[config.mk]
export PLATFORM = sky130hd
export DESIGN_NAME = jump_lut
export DESIGN_NICKNAME = d
export VERILOG_FILES = /design/src/rtl/jump_lut.sv
export SDC_FILE = /design/constraint.sdc
export NUM_CORES = 1
export LEC_CHECK = 0
export CORE_ASPECT_RATIO = 1.2
export CORE_MARGIN = 2
export CORE_UTILIZATION = 54
export DETAILED_ROUTE_END_ITERATION = 10
export GPL_TIMING_DRIVEN = 0
export PLACE_DENSITY = 0.83
export SLEW_MARGIN = 20
export SYNTH_ARGS = -nofsm -noshare
export SYNTH_HDL_FRONTEND = slang
export SYNTH_SLANG_ARGS = --single-unit
[constraint.sdc]
create_clock -name clk -period 1.85 [get_ports clk]
set_clock_uncertainty 0.05 [all_clocks]
set_input_delay 0.4625 -clock clk [delete_from_list [all_inputs] [get_ports clk]]
set_output_delay 0.4625 -clock clk [all_outputs]
set_load 0.01 [all_outputs]
[src/rtl/jump_lut.sv]
`default_nettype none
// ============================================================================
// Module      : jump_lut
// Description : Writable jump-key to PC-target lookup table. It fills itself
//               with i*STRIDE after reset. Reads are registered and carry a
//               one-cycle valid. Run-time writes come from decode.
//               Optional macro LUT_BYPASS_EN: a same-cycle read and write to
//               the same key forwards the write data (write-first). When the
//               macro is undefined, that read returns the old entry.
// Revision    : 1.0 - initial release
// ============================================================================
module jump_lut #(
    parameter int ADDR_W = 4,
    parameter int DATA_W = 10,
    parameter int DEPTH  = 16,
    parameter int STRIDE = 8
) (
    input  logic              clk,
    input  logic              rst_n,
    input  logic              RdReq,
    input  logic [ADDR_W-1:0] Addr,
    output logic              RdValid,
    output logic [DATA_W-1:0] Target,
    output logic              OutOfRange,
    input  logic              WrEn,
    input  logic [ADDR_W-1:0] WrAddr,
    input  logic [DATA_W-1:0] WrData,
    output logic              Busy
);

    localparam logic [0:0]        c_st_init  = 1'b0;
    localparam logic [0:0]        c_st_ready = 1'b1;
    localparam logic [ADDR_W:0]   c_depth    = (ADDR_W+1)'(DEPTH);
    localparam logic [ADDR_W-1:0] c_last     = ADDR_W'(DEPTH-1);
    localparam logic [ADDR_W-1:0] c_one      = ADDR_W'(1);

    logic [0:0]        r_state;
    logic [0:0]        w_state_nxt;
    logic [ADDR_W-1:0] r_cnt;
    logic [ADDR_W-1:0] w_cnt_nxt;
    logic [DATA_W-1:0] r_mem [DEPTH];
    logic              r_rd_valid;
    logic [DATA_W-1:0] r_target;
    logic              r_oor;
    logic              w_rd_in_range;
    logic              w_wr_in_range;
    logic [31:0]       w_init_prod;
    logic [DATA_W-1:0] w_init_val;
    logic [DATA_W-1:0] w_rd_data;

    // Keys are compared one bit wider so DEPTH == 2**ADDR_W needs no special case.
    assign w_rd_in_range = ({1'b0, Addr}   < c_depth);
    assign w_wr_in_range = ({1'b0, WrAddr} < c_depth);

    // Default content: the init counter times STRIDE, truncated to the target width.
    assign w_init_prod = 32'(r_cnt) * 32'(STRIDE);
    assign w_init_val  = DATA_W'(w_init_prod);

    assign Busy       = (r_state == c_st_init);
    assign RdValid    = r_rd_valid;
    assign Target     = r_target;
    assign OutOfRange = r_oor;

    // State and init-counter register.
    always_ff @(posedge clk or negedge rst_n) begin
        if (!rst_n) begin
            r_state <= c_st_init;
            r_cnt   <= '0;
        end else begin
            r_state <= w_state_nxt;
            r_cnt   <= w_cnt_nxt;
        end
    end

    // Next state: step through every entry once, then stay READY until reset.
    always_comb begin
        w_state_nxt = r_state;
        w_cnt_nxt   = r_cnt;
        case (r_state)
            c_st_init: begin
                w_cnt_nxt = r_cnt + c_one;
                if (r_cnt == c_last) begin
                    w_state_nxt = c_st_ready;
                    w_cnt_nxt   = '0;
                end
            end
            default: begin
                w_state_nxt = c_st_ready;
            end
        endcase
    end

    // Read-data source. Forwarding covers only an in-range write that hits the read key.
    always_comb begin
        w_rd_data = r_mem[Addr];
`ifdef LUT_BYPASS_EN
        if (WrEn && w_wr_in_range && (WrAddr == Addr)) begin
            w_rd_data = WrData;
        end
`endif
    end

    // Table storage. Init fill takes priority, and writes are accepted only when READY and in range.
    always_ff @(posedge clk) begin
        if (r_state == c_st_init) begin
            r_mem[r_cnt] <= w_init_val;
        end else if (WrEn && w_wr_in_range) begin
            r_mem[WrAddr] <= WrData;
        end
    end

    // Registered read port. Target holds its value while idle, and an out-of-range read returns zero.
    always_ff @(posedge clk or negedge rst_n) begin
        if (!rst_n) begin
            r_rd_valid <= 1'b0;
            r_target   <= '0;
            r_oor      <= 1'b0;
        end else if (r_state == c_st_ready) begin
            r_rd_valid <= RdReq;
            r_oor      <= 1'b0;
            if (RdReq) begin
                if (w_rd_in_range) begin
                    r_target <= w_rd_data;
                end else begin
                    r_target <= '0;
                    r_oor    <= 1'b1;
                end
            end
        end else begin
            r_rd_valid <= 1'b0;
            r_oor      <= 1'b0;
        end
    end

endmodule
`default_nettype wire

* Yosys cells after proc, flatten, opt, wreduce, memory -nomap -nowiden
Memory sizes are Yosys's and may differ from the RTL's. A register that Yosys moved wholly into a read port is not among the register bits.
Index checks and enable logic that the tools add are counted.
** Word-level totals
- Input port bits :: 22
- Word-level logic and storage cells :: 21
- Register bits after elaboration :: 6
- Memories kept :: 1
- Bits in writable memories :: 160
- Output and inout bits :: 13
** Memories
- r_mem :: words 16, width 10, rd ports 1, clocked after Yosys merged registers in 1, wr ports 1, RTL line 41 : logic [DATA_W-1:0] r_mem [DEPTH];
** Operators by class
- Equality and inequality tests :: 1
- Add/subtract/negate cells :: 1
- Bitwise logic cells :: 1
- Mux-type cells :: 11
- Reduce and logical (&&, ||, !) cells :: 3
** Operators by type and width (number)
- $mux W10 :: 1
- $reduce_or A10 Y1 :: 1
- $mux W1 :: 8
- $mux W4 :: 2
- $add A4 B1 Y4 const B :: 1
- $eq A4 B4 Y1 const B :: 1
- $reduce_and A2 Y1 :: 1
- $logic_not A1 Y1 :: 1
- $not A1 Y1 :: 1

* Depth between registers and ports, before layout
- Depth in word-level cells :: 5
- Gate-level depth with buffers :: 6
- Mapped depth without buffers :: 4

* Worst setup path after synthesis
No wires, ideal clock.
- Path type :: input-to-reg
- Start :: input WrEn
- End :: memory r_mem[11][0], enable pin
- Path slack :: 0.019 ns
- Buffers on the path :: 1
- Required time :: 1.424 ns
- Data arrival time :: 1.405 ns
- Cell stages on the path :: 5
- Library setup time :: 0.376 ns
- Cell sequence :: nand2_1 -> buf_2 -> nor2_1 -> a31oi_2 -> nor2_1
** On the way
- Word-level cells in the longest chain between the ends :: 5
- Elaborated cells between the ends (all ways) :: 6
- Those cells by class :: mux (5); reduce/logical (1)
** Ends and longest elaborated chain
- start: declaration :: RTL line 25 : input logic WrEn,
- $mux W1 * :: RTL line 107 : end else if (WrEn && w_wr_in_range) begin
- $mux W1 * :: RTL line 105 : if (r_state == c_st_init) begin
- $mux W1 (implied by the code) * :: RTL line 108 : r_mem[WrAddr] <= WrData;
- $reduce_or A10 Y1 (no line)
- $mux W4 (no line) or $mux W1 (tied branches)
- end: declaration :: RTL line 41
Every way passes the cells marked *; elsewhere a longest branch is shown, timed or not.

* Worst setup path in the final report
- Start :: input WrAddr[2]
- End :: memory r_mem[15][9], enable pin
** On the way
- Word-level cells in the longest chain between the ends :: 1
** Ends and longest elaborated chain
- start: declaration :: RTL line 26 : input logic [ADDR_W-1:0] WrAddr,
- $mux W4 (no line)
Every way passes these cells.

==> metrics.cfg <==
[clock_tree]
postCtsHoldBufs=0
clockRootBuffer=clkbuf_16
cts_sinks=176
path_clk_slew_ns=0.06
cts_buffers=17
htreeDepth=4
cts_buffer_depth=2
cts_tree=done
clk-insertion-delay-late_ns=0.42

[logic_synthesis]
syn_area_um2=7100
syn_area_per_cell_um2=16.1
synth_cell_type_count=32
netlist_instances=440
synth_edf_count=160
yosys_warnings=0
syn-num-nets=463
ys_ff_latch=176
synth_seq_area_share_pct=73.3
async_reset_ff_share_pct=9.09
synthFlopType=edfxtp_1

[die]
start_util_pct=55.8
rows=45
die_x_um=109
ios=35
core_um2=12700
dieArea_um2=14100
die_h_um=130

[routing]
wl_per_cell_um=23.9
ant_nets=0
num_vias=4269
routed_wl_um=16500
drt-initial-drc-count=421
route.detailed.drc=0
viasPerCell=6.20
drt_first_pass_iters=8

[worst_setup_path]
worstReg2RegEnd=r_mem[3][2]
required_ns=1.98
endpoint=r_mem[15][9]
startpoint_type=primary input
crit_fanout=10
r2r-start=r_state
path_class=primary input to flop
rr_worst_depth=7
reg2reg_slack_ns=0.03
endpoint_kind=flop
cp_data_arrival_time_ns=2.00
critPathLaunch=WrAddr[2]

[sta]
setup_viol=10
timing.final.crit_share_pct=101
timing.final.ws_setup_ns=-0.0167
finalHoldViolations=0
slew_headroom_pct=47.3
fmax_ghz=0.536
slew_viol_final=0
worst_pin_slew_ns=0.787
fin_crit_ns=1.87

[global_route]
grt_max_degree=17
grtUsageTotal_pct=23.6
grt_overflow_total=0
grt_pass1_wl_um=23800
met1_usage_pct=31.5
gr-max-usage-layer=met2
grt_use_met3_pct=4.58
grt_antenna_before_repair=0
first_global_vias=4197
grt_use_met2_pct=39.0

[power]
p_leak_nw=3.37
swShare_pct=20.4
p_clk_share_pct=43.0
vdd_drop_max_mv=0.689
seqPwrFrac_pct=50.0
p_int_w=0.00703
power_switching_w=0.00180
power_density_nw_per_um2=999
comb_power_share_pct=7.0

[finish]
syn2layout_area_growth_pct=24.5
stdcell_count=689
final_core_util_pct=69.5
diodes=0
drive_above_1_share_pct=19.2
finalNetCount=535
fillers=782

[status]
outcome=finished with violations
violations=setup timing

[place]
port_buffers=32
dp_hpwl_um=9730
place_congestion=0.890
place_inst=636

[run]
cap_violations=0

[min_path]
hold_start=Target[4]
hp-class=flop to flop

[sequential cells by signal, summed over array words and instances (netlist names)]
| name | flops |
|---|---|
| Target | 10 |
| r_cnt | 4 |
| RdValid | 1 |
| r_state | 1 |
| r_mem | 160 |
[placed cells by master (no fill, tap or decap), types with 4 or more instances in the layout]
cell	count
nand2_1	36
clkbuf_16	18
dlygate4sd2_1	4
nand3_1	23
a31oi_4	4
nand4_1	10
buf_12	16
bufinv_16	5
and3_1	7
nor2_4	17
edfxtp_1	160
dfrtp_1	15
nor2_1	4
mux2i_1	80
dlymetal6s2s_1	6
clkdlybuf4s50_1	22
buf_4	8
clkbuf_1	7
buf_6	4
clkbuf_2	4
a22oi_1	30
[how the worst min path moves through the flow]
stage                 to  slack, ns  cells past startpoint
6_report       Target[4]       0.44                      2
5_1_grt        Target[7]       0.47                      2
4_1_cts        Target[4]       0.45                      2
3_5_place_dp   Target[9]       0.43                      2
3_3_place_gp   Target[2]       0.42                      2
2_1_floorplan    RdValid       0.12                      0
[layout make-up]
cell class / instances / area (µm²) / share of cell area (%)
Buffer: 22 / 188 / 2.12
Clock buffer: 20 / 437 / 4.94
Clock inverter: 12 / 190 / 2.15
Inverter: 4 / 15.0 / 0.170
Multi-Input combinational cell: 239 / 1930 / 21.8
Sequential cell: 176 / 5210 / 58.9
Tap cell: 164 / 205 / 2.32
Timing Repair Buffer: 52 / 673 / 7.62
[kinds of logic (layout without fill, tap and decap cells)]
| family | Yosys count | in the layout | share of synthesized area [%] |
|---|---|---|---|
| adders and majority gates | 1 | 1 | 0.176 |
| DFF | 176 | 176 | 73.3 |
| and+or+nand+nor | 109 | 110 | 7.24 |
| other | 1 | 1 | 0.0528 |
| muxes | 85 | 85 | 12.1 |
| AOI/OAI and AO/OA | 41 | 41 | 4.42 |
| xor gates and xnor gates | 1 | 1 | 0.123 |
| buffers and inverters | 26 | 110 | 2.57 |
[repair_timing]
item                                    4_1_cts  5_1_grt
pin swaps                                     9        8
cloned                                        0        2
endpoints found under the setup margin      227      208
buffers inserted                             13        6
resized for setup                            48       25
[power by group through the flow]
| stage | combinational, W | clock, W | sequential (W) |
|---|---|---|---|
| finish | 0.000616 | 0.00380 | 0.00442 |
| global route | 0.000652 | 0.00397 | 0.00442 |
| CTS | 0.000581 | 0.00380 | 0.00442 |
| detailed placement | 0.000536 | 0 | 0.00450 |
| global placement | 0.000517 | 0 | 0.00450 |
| floorplan | 0.000286 | 0 | 0.00451 |
[critical path, cell delays in order]
cell and delay, ns:
clkdlybuf4s50_1 0.47, nand3_1 0.13, nor2_1 0.06, a31oi_2 0.57, nor2_4 0.11, buf_12 0.18
[per-layer routing]
layer	routed length, µm	vias to the layer above
met5	0	-
li1	-	1849
met1	6630	2158
met2	8420	226
met4	361	0
met3	1070	36
[stage by stage]
stage / area, µm² / power [W] / hold WS, ns / setup slack (ns) / setup TNS, ns
floorplan: 7100 / 0.00480 / 0.117 / 0.0188 / 0
CTS: 8620 / 0.00879 / 0.446 / -0.0909 / -5.40
global route: 8840 / 0.00904 / 0.473 / -0.0423 / -0.875
global placement: 7620 / 0.00502 / 0.418 / -0.983 / -185.76
finish: 8840 / 0.00883 / 0.442 / -0.0167 / -0.145
detailed placement: 7620 / 0.00504 / 0.429 / -1.09 / -212.81
[cells in the mapped netlist, types with 2 or more instances]
| master | number | area, µm² |
|---|---|---|
| edfxtp_1 | 160 | 4800 |
| mux2i_1 | 80 | 801 |
| nand2_1 | 37 | 139 |
| a22oi_1 | 30 | 225 |
| nand3_1 | 23 | 115 |
| nor2_1 | 21 | 78.8 |
| dfrtp_1 | 16 | 400 |
| nand4_1 | 10 | 62.6 |
| clkbuf_1 | 8 | 30.0 |
| and3_1 | 7 | 43.8 |
| mux2_1 | 5 | 56.3 |
| a31oi_2 | 4 | 50.1 |
| buf_2 | 4 | 20.0 |
| buf_6 | 4 | 45.0 |
| a31oi_1 | 3 | 18.8 |
| buf_4 | 3 | 22.5 |
| nor2b_1 | 3 | 18.8 |
| nor3b_1 | 3 | 22.5 |
| a21oi_1 | 2 | 10.0 |
| buf_8 | 2 | 30.0 |
| inv_1 | 2 | 7.51 |
| inv_2 | 2 | 7.51 |
| o21ai_0 | 2 | 10.0 |
(Power assumes the default switching activity.)
